$ cat config.mk
export PLATFORM = sky130hd
export DESIGN_NAME = regfile_wb_arbiter
export DESIGN_NICKNAME = d
export VERILOG_FILES = /design/src/rtl/wb_arb_pkg.sv /design/src/rtl/rr_find_first.sv /design/src/rtl/regfile_wb_arbiter.sv
export SDC_FILE = /design/constraint.sdc
export NUM_CORES = 1
export LEC_CHECK = 0
export ABC_AREA = 1
export BUFFER_PORTS_ARGS = -buffer_cell sky130_fd_sc_hd__buf_2
export CAP_MARGIN = 15
export CORE_MARGIN = 2
export CORE_UTILIZATION = 44
export CTS_CLUSTER_SIZE = 10
export DETAILED_ROUTE_END_ITERATION = 10
export PLACE_DENSITY = 0.81
export RECOVER_POWER = 50
export SYNTH_ARGS = -nofsm -noshare
export SYNTH_HDL_FRONTEND = slang
export SYNTH_SLANG_ARGS = --single-unit
export TNS_END_PERCENT = 1
$ cat constraint.sdc
create_clock -name clk -period 3.1 [get_ports clk]
set_input_delay 0.465 -clock clk [delete_from_list [all_inputs] [get_ports clk]]
set_output_delay 0.465 -clock clk [all_outputs]
set_load 0.02 [all_outputs]
$ cat src/rtl/wb_arb_pkg.sv
// Shared defaults for the register-file write-back arbiter: geometry, grant counter width and saturation.
package wb_arb_pkg;

  localparam int N_REQ_DEF = 3;
  localparam int AW_DEF    = 4;
  localparam int DW_DEF    = 16;

  localparam int               CNT_W   = 8;
  localparam logic [CNT_W-1:0] CNT_MAX = '1;

  // A pairing grant accepts two requesters in one cycle, so the increment is 0..2.
  function automatic logic [CNT_W-1:0] sat_add(input logic [CNT_W-1:0] cnt,
                                               input logic [1:0]       inc);
    logic [CNT_W:0] sum;
    sum = {1'b0, cnt} + {{(CNT_W-1){1'b0}}, inc};
    return (sum > {1'b0, CNT_MAX}) ? CNT_MAX : sum[CNT_W-1:0];
  endfunction

endpackage

$ cat src/rtl/rr_find_first.sv
// Rotating priority encoder: first set bit of (i_req & i_mask) searching upward from i_start, wrapping at N.
// Purely combinational; i_start must be below N.
module rr_find_first #(
  parameter int N  = 3,
  parameter int IW = (N > 1) ? $clog2(N) : 1
) (
  input  logic [N-1:0]  i_req,
  input  logic [N-1:0]  i_mask,
  input  logic [IW-1:0] i_start,
  output logic          o_found,
  output logic [IW-1:0] o_idx
);

  logic [N-1:0] w_elig;

  assign w_elig = i_req & i_mask;

  always_comb begin
    logic [IW:0] pos;
    o_found = 1'b0;
    o_idx   = '0;
    pos     = '0;
    for (int k = 0; k < N; k++) begin
      pos = {1'b0, i_start} + (IW+1)'(k);
      if (pos >= (IW+1)'(N)) begin
        pos = pos - (IW+1)'(N);
      end
      if (!o_found && w_elig[pos[IW-1:0]]) begin
        o_found = 1'b1;
        o_idx   = pos[IW-1:0];
      end
    end
  end

endmodule

$ cat src/rtl/regfile_wb_arbiter.sv
// Round-robin write-back arbiter feeding the 16x16 register file; grant is combinational, write controls appear one cycle later.
// Define WB_ARB_PAIR_EN to let a second op2=0 requester share the cycle on port 2.
module regfile_wb_arbiter
  import wb_arb_pkg::*;
#(
  parameter int N_REQ = N_REQ_DEF,
  parameter int AW    = AW_DEF,
  parameter int DW    = DW_DEF
) (
  input  logic                clk,
  input  logic                rst,
  input  logic [N_REQ-1:0]    req_valid,
  input  logic [N_REQ-1:0]    req_op2,
  input  logic [N_REQ*AW-1:0] req_waddr1,
  input  logic [N_REQ*AW-1:0] req_waddr2,
  input  logic [N_REQ*DW-1:0] req_wdata1,
  input  logic [N_REQ*DW-1:0] req_wdata2,
  output logic [N_REQ-1:0]    req_ready,
  output logic [AW-1:0]       WriteReg1,
  output logic [AW-1:0]       WriteReg2,
  output logic [DW-1:0]       WriteData1,
  output logic [DW-1:0]       WriteData2,
  output logic                RegWrite,
  output logic                WriteOP2,
  output logic [CNT_W-1:0]    grant_cnt
);

  localparam int IW = $clog2(N_REQ);

  function automatic logic [IW-1:0] f_wrap_inc(input logic [IW-1:0] idx);
    return (idx == IW'(N_REQ-1)) ? '0 : idx + IW'(1);
  endfunction

  logic [AW-1:0] w_waddr1 [N_REQ];
  logic [AW-1:0] w_waddr2 [N_REQ];
  logic [DW-1:0] w_wdata1 [N_REQ];
  logic [DW-1:0] w_wdata2 [N_REQ];

  for (genvar g = 0; g < N_REQ; g++) begin : g_unpack
    assign w_waddr1[g] = req_waddr1[g*AW +: AW];
    assign w_waddr2[g] = req_waddr2[g*AW +: AW];
    assign w_wdata1[g] = req_wdata1[g*DW +: DW];
    assign w_wdata2[g] = req_wdata2[g*DW +: DW];
  end

  logic [IW-1:0]    r_rr_ptr;
  logic             r_we;
  logic             r_op2;
  logic [AW-1:0]    r_wreg1;
  logic [AW-1:0]    r_wreg2;
  logic [DW-1:0]    r_wdat1;
  logic [DW-1:0]    r_wdat2;
  logic [CNT_W-1:0] r_cnt;

  logic             w_pri_found;
  logic [IW-1:0]    w_pri_idx;
  logic [IW-1:0]    w_pri_next;
  logic [N_REQ-1:0] w_pri_onehot;
  logic             w_grant;
  logic             w_pair;
  logic [IW-1:0]    w_sec_idx;
  logic [1:0]       w_inc;

  rr_find_first #(
    .N  (N_REQ),
    .IW (IW)
  ) u_find_pri (
    .i_req   (req_valid),
    .i_mask  ({N_REQ{1'b1}}),
    .i_start (r_rr_ptr),
    .o_found (w_pri_found),
    .o_idx   (w_pri_idx)
  );

  assign w_grant      = rst && w_pri_found;
  assign w_pri_next   = f_wrap_inc(w_pri_idx);
  assign w_pri_onehot = {{(N_REQ-1){1'b0}}, 1'b1} << w_pri_idx;

`ifdef WB_ARB_PAIR_EN
  logic w_sec_found;

  // Continue the round-robin walk past the primary, considering only single-write requesters.
  rr_find_first #(
    .N  (N_REQ),
    .IW (IW)
  ) u_find_sec (
    .i_req   (req_valid & ~req_op2),
    .i_mask  (~w_pri_onehot),
    .i_start (w_pri_next),
    .o_found (w_sec_found),
    .o_idx   (w_sec_idx)
  );

  // Same destination as the primary would race on the two ports; the partner waits instead.
  assign w_pair = w_grant && !req_op2[w_pri_idx] && w_sec_found &&
                  (w_waddr1[w_sec_idx] != w_waddr1[w_pri_idx]);
`else
  assign w_pair    = 1'b0;
  assign w_sec_idx = '0;
`endif

  always_comb begin
    req_ready = '0;
    if (w_grant) begin
      req_ready = w_pri_onehot;
    end
    if (w_pair) begin
      req_ready = req_ready | ({{(N_REQ-1){1'b0}}, 1'b1} << w_sec_idx);
    end
  end

  assign w_inc = w_grant ? (w_pair ? 2'd2 : 2'd1) : 2'd0;

  always_ff @(posedge clk) begin
    if (!rst) begin
      r_rr_ptr <= '0;
      r_we     <= 1'b0;
      r_op2    <= 1'b0;
      r_wreg1  <= '0;
      r_wreg2  <= '0;
      r_wdat1  <= '0;
      r_wdat2  <= '0;
      r_cnt    <= '0;
    end else begin
      r_we  <= w_grant;
      r_op2 <= w_grant && (req_op2[w_pri_idx] || w_pair);
      r_cnt <= sat_add(r_cnt, w_inc);
      if (w_grant) begin
        r_rr_ptr <= w_pri_next;
        r_wreg1  <= w_waddr1[w_pri_idx];
        r_wdat1  <= w_wdata1[w_pri_idx];
        if (req_op2[w_pri_idx]) begin
          r_wreg2 <= w_waddr2[w_pri_idx];
          r_wdat2 <= w_wdata2[w_pri_idx];
        end else if (w_pair) begin
          r_wreg2 <= w_waddr1[w_sec_idx];
          r_wdat2 <= w_wdata1[w_sec_idx];
        end
      end
    end
  end

  assign WriteReg1  = r_wreg1;
  assign WriteReg2  = r_wreg2;
  assign WriteData1 = r_wdat1;
  assign WriteData2 = r_wdat2;
  assign RegWrite   = r_we;
  assign WriteOP2   = r_op2;
  assign grant_cnt  = r_cnt;

endmodule
After elaboration in Yosys (flattened, before gate mapping) --
Index checks and enable logic that the tools add are counted.
Cells by class: add/sub/neg operators 7, $mul 0, divide/modulo/power cells 0, order comparisons 9, equal/unequal tests 1, shift operators 1, muxes and demuxes 33, bitwise logic cells 1, reduce and logical (&&, ||, !) cells 7
Operators with widths (number):
- 16-bit binary-select mux with 2-bit select | 2
- 16-bit two-way mux | 4
- 4-bit binary-select mux with 2-bit select | 2
- 4-bit two-way mux | 4
- 2-bit two-way mux | 7
- 2-bit by 3-bit < comparator with 1-bit output, second input constant | 4
- 8-bit by 1-bit adder with 9-bit output | 1
- 9-bit by 8-bit > comparator with 1-bit output, second input constant | 1
- 1-bit binary-select mux with 2-bit select | 4
- 1-bit two-way mux | 8
- 8-bit two-way mux | 1
- 3-bit by 2-bit greater-or-equal comparator with 1-bit output, second input constant | 2
- 2-bit subtractor, second input constant | 3
- 1-bit logical AND | 4
- 2-bit by 1-bit adder with 3-bit output, second input constant | 1
- 2-bit by 2-bit adder with 3-bit output, second input constant | 1
- 3-bit greater-or-equal comparator, second input constant | 1
- 3-bit two-way mux | 1
- 2-bit NOT with 3-bit output | 1
- 1-bit by 2-bit left shift with 3-bit output, first input constant | 1
- 2-bit by 1-bit adder with 2-bit output, second input constant | 1
- 2-bit == test, second input constant | 1
- 2-bit greater-or-equal comparator, second input constant | 1
- 1-bit logical NOT | 2
- 2-bit AND reduction | 1
Storage, ports and cells: register bits 52, bits in latches 0, memory bits (writable) 0, ROM bits 0, input port bits 128, output and inout port bits 53, logic and storage cells 67, memories 0

Logic depth before layout (Yosys ltp) --
depth after elaboration 16, mapped depth 18

By module --
A second synthesis with hierarchy kept.
Second synthesis, totals: cell total of the unflattened synthesis 496, area total of the unflattened synthesis 3106.7 um2
By module, submodules not included:
- regfile_wb_arbiter | instances 1, cells each 455, area each 2887.8 um2
- rr_find_first | instances 1, cells each 41, area each 219.0 um2

Worst setup path before layout --
Ideal clock, no wire load.
path type reg2reg, start reg r_rr_ptr[0], end reg r_cnt[5] (netlist: grant_cnt[5]), arrival 2640 ps, required time 3030 ps, setup slack 390 ps, cell stages (with the launch flop) 17, period minus slack after synthesis 2710 ps, path through dfxtp_1 -> inv_1 -> ha_1 -> inv_2 -> nand2_1 -> nand2_1 -> nand3_2 -> nand3_2 -> nand2_2 -> inv_2 -> buf_2 -> ha_1 -> ha_1 -> nand3_1 -> nor4_1 -> nand2_1 -> a21oi_1
On the way: longest elaborated chain between the ends 16
RTL lines:
- start, declared | RTL line regfile_wb_arbiter.sv:46 | logic [IW-1:0] r_rr_ptr;
- start signal, assigned | RTL line regfile_wb_arbiter.sv:129 | r_rr_ptr <= w_pri_next;
- parallel branches: the longest is 10 deep, another holds 2-bit by 1-bit adder with 3-bit output
- 1-bit two-way mux (*) | RTL line rr_find_first.sv:28 | if (!o_found && w_elig[pos[IW-1:0]]) begin
- 1-bit logical AND (*) | RTL line regfile_wb_arbiter.sv:75 | assign w_grant = rst && w_pri_found;
- named net w_grant | RTL line regfile_wb_arbiter.sv:59 | logic w_grant;
- 1-bit two-way mux (*) | RTL line regfile_wb_arbiter.sv:112 | assign w_inc = w_grant ? (w_pair ? 2'd2 : 2'd1) : 2'd0;
- 8-bit by 1-bit adder with 9-bit output (*) | RTL line wb_arb_pkg.sv:15 | sum = {1'b0, cnt} + {{(CNT_W-1){1'b0}}, inc};
- 9-bit by 8-bit > comparator with 1-bit output | RTL line wb_arb_pkg.sv:16 | return (sum > {1'b0, CNT_MAX}) ? CNT_MAX : sum[CNT_W-1:0];
- 8-bit two-way mux (*) | RTL line wb_arb_pkg.sv:16
- end signal, assigned | RTL line regfile_wb_arbiter.sv:127 | r_cnt <= sat_add(r_cnt, w_inc);
- end, declared | RTL line regfile_wb_arbiter.sv:53 | logic [CNT_W-1:0] r_cnt;
Mark *: on every way through the listed nets, which the timed path passes. The select of a mux whose other input is x is not followed. A chain may end at the register's enable or synchronous reset.

Worst setup path after layout --
start reg r_rr_ptr[0], end out req_ready[0]
On the way: longest elaborated chain between the ends 13
RTL lines:
- parallel branches: the longest is 12 deep, another holds 2-bit by 1-bit adder with 3-bit output
- 3-bit two-way mux (*) | RTL line regfile_wb_arbiter.sv:104 | if (w_grant) begin
- end, declared | RTL line regfile_wb_arbiter.sv:18 | output logic [N_REQ-1:0] req_ready,
Mark *: on every way between the ends. The select of a mux whose other input is x is not followed.

==> metrics <==
status finished clean; Skew-Pair Late Insertion Delay approximately 290 ps; Mapped Avg Cell Area around 6.3 um2; Pins Over Slew Limit 0; diodes inserted 0; Final TNS setup 0 ps; synth top area cells dfxtp_1 (34%), nand2_1 (22%), nand3_1 (9.1%); sequential power share between 20% and 30%; Slew Limit Headroom a little under three quarters; Cell Pwr Density ~930 mW/mm2; antenna violations before repair 0; Yosys top cell by area dfxtp_1; actual slew at the worst max-slew pin roughly 420 ps; Syn-to-layout area delta 33.0%; CTS tree yes; RSZ-0062 raised after global routing no; clk buf depth 2; Post-Synthesis Cell Area between 0.003 and 0.004 mm2; CP Class reg2out; Core Util, Final between 60% and 70%; Worst EP arrival about 2400 ps; switching part of the total 50.5%; row count 30; hold_ws between 300 and 400 ps; Power Total 3.82 mW; crit path launch type flip-flop; CP max FO 22; crit path buf inv count 4; Net Sw Power 1.93 mW; vias in the first global route 3463; first-pass GRT wire length 14.8 mm; slowest stage cell, crit path dfxtp_1; Leak between 2 and 2.5 nW; min Tclk post-route between 2000 and 3000 ps; drt via density approximately 5; dpl hpwl between 7 and 8 mm; CTS Buf Count 5; layout cells sized above 1 between 20% and 30%; Routed Antenna Nets 0; data required time of the critical path 2630 ps; Final Cycle Share 91.8%; Die W approximately 88 um; hold_buf cts 0; clk root buf clkbuf_8; critical path depth 14; RR Startpoint r_rr_ptr[0]; Remaining Overflow, GRT 0; Yosys top cell area share approximately 34%; CP max stage delay 370 ps; crit path cell chain inv_1 > ha_2 > inv_2 > nand2_1 > nand2_1 > nand3_2 > nand2_1 > nor2_2 > nand2_1 > nand2_8 > nor2_4 > nand2_1 > inv_1 > buf_2; CP startpoint r_rr_ptr[0]; clk slew on worst S/H paths around 100 ps; Max Clock Freq 351 MHz; post_cts resized 0; H-tree depth 2; Register-to-Register Path Depth 19; core area about 0.0068 mm2; GRT Total Usage 24.0%; Max VDD drop 0.469 mV; nets@finish about 790; Synth Instances about 490; DR vias between 3000 and 4000; FF+latch count, synth 52; setup violators final 0; Reg2Reg Capture Point WriteData2[6]; register-to-register setup slack 430 ps; commonest non-fill, non-tap cell in the layout nand2_1; Clock power frac between 10% and 20%; Die Area 0.00767 mm2; distinct cell type count of the synthesized netlist 33; Synth warnings 0; Wirelength per Cell ~12 um; most frequent cells in the layout nand2_1 (184), buf_2 (130), nand3_1 (55); Hold Crit Class in2reg; clk sink count 52; Fin. Hold Viols 0; 1st-pass router iterations 4; Worst Clk Skew approximately 7.7 ps; Worst setup EP type output pin; I/O Pins 181; Initial Utilization between 40% and 50%; cell mode on critical path nand2_1; Critical Path Sink req_ready[0]; design internal power between 1.5 and 2 mW; Chip Height a little under 90 um; Post-Syn Nets a little over 600; initial DRC count about 100; Setup Buffers After CTS 0; critical path's top delay family simple AND/OR/NAND/NOR gates; combinational power share around three fifths; Routability Congestion 0.882; port bufs 180; largest net degree at the start of global routing 35; max_cap viols 0; drt total wl slightly above 9 mm; # DRC 0; Seq/Total Area, Yosys around 34%
-- per-layer routing --
layer  share of wire (%)  up-vias  GRT usage, %  routed length (um)
li1                    -     1883             -                   -
met2                  49      145          42.5                4500
met5                   0        -             0                   0
met4                0.97        0          6.99                  90
met1                  43     1660          29.4                3970
met3                 7.6       10          5.00                 703
-- state kept, by name (all words and copies together) (netlist names) --
register    flops
WriteOP2        1
WriteData2     16
grant_cnt       8
r_rr_ptr        2
WriteReg2       4
WriteReg1       4
WriteData1     16
RegWrite        1
-- Yosys cell counts, drive strengths merged --
master / number
a211oi: 1
a21boi: 2
a21oi: 13
a41oi: 11
and2: 1
buf: 19
clkbuf: 6
clkinv: 1
dfxtp: 52
ha: 6
inv: 47
nand2: 189
nand3: 58
nand3b: 1
nand4: 4
nor2: 53
nor3: 3
nor4: 1
o21ai: 15
o22ai: 1
xnor2: 1
xor2: 3
-- power groups by stage --
stage	registers (mW)	clock network (mW)	logic, mW
2_1_floorplan	1.23	0	1.55
3_3_place_gp	0.991	0	2.33
3_5_place_dp	0.988	0	2.38
4_1_cts	0.979	0.500	2.39
5_1_grt	1.01	0.529	2.65
6_report	0.985	0.486	2.35
-- stage by stage --
stage / instance area [um2] / std cells / worst slack, ps
2_1_floorplan: 3080 / 488 / 390
3_3_place_gp: 4010 / 748 / 423
3_5_place_dp: 4010 / 748 / 312
4_1_cts: 4130 / 756 / 123
5_1_grt: 4090 / 756 / 23.9
6_report: 4090 / 756 / 255
-- layout make-up --
cell class	instances	area, um2
fill	678	2710
multi-input combinational	363	1720
sequential	52	1040
timing repair buffer	189	906
inverter	48	180
tap	96	120
clock buffer	6	82.6
clock inverter	2	38.8
-- kinds of logic after synthesis --
family,after synthesis,synth area share (%)
compound gates,43,8.75
xor+xnor,4,1.14
fa+ha+maj,6,2.44
buf+inv,73,10.9
flops,52,33.8
simple gates,310,42.9
-- worst reg2reg max path, cell delays in order, from the launching register on --
cell and delay [ps]:
dfxtp_1 370, inv_1 80, ha_2 380, inv_2 60, nand2_1 70, nand2_1 70
nand3_2 110, nand2_1 80, nor2_2 100, nand2_1 140, nand2_8 190, buf_4 270
nand2_1 90, nand2_1 60, inv_1 40, nand2_1 40, nand2_1 40, buf_4 210
nor2_1 120, nor2_1 50
-- worst min path at each step --
stage	start	endpoint	slack, ps	cells past startpoint
after floorplan	r_rr_ptr[0]	r_rr_ptr[0]	510	2
after global placement	WriteReg1[3]	WriteReg1[3]	470	2
after detailed placement	WriteData1[5]	WriteData1[5]	470	2
after CTS	req_wdata1[9]	WriteData1[9]	360	3
after global routing	req_wdata1[9]	WriteData1[9]	360	3
final	req_wdata1[9]	WriteData1[9]	380	3
Note: power is estimated with default switching activity, not from simulation.
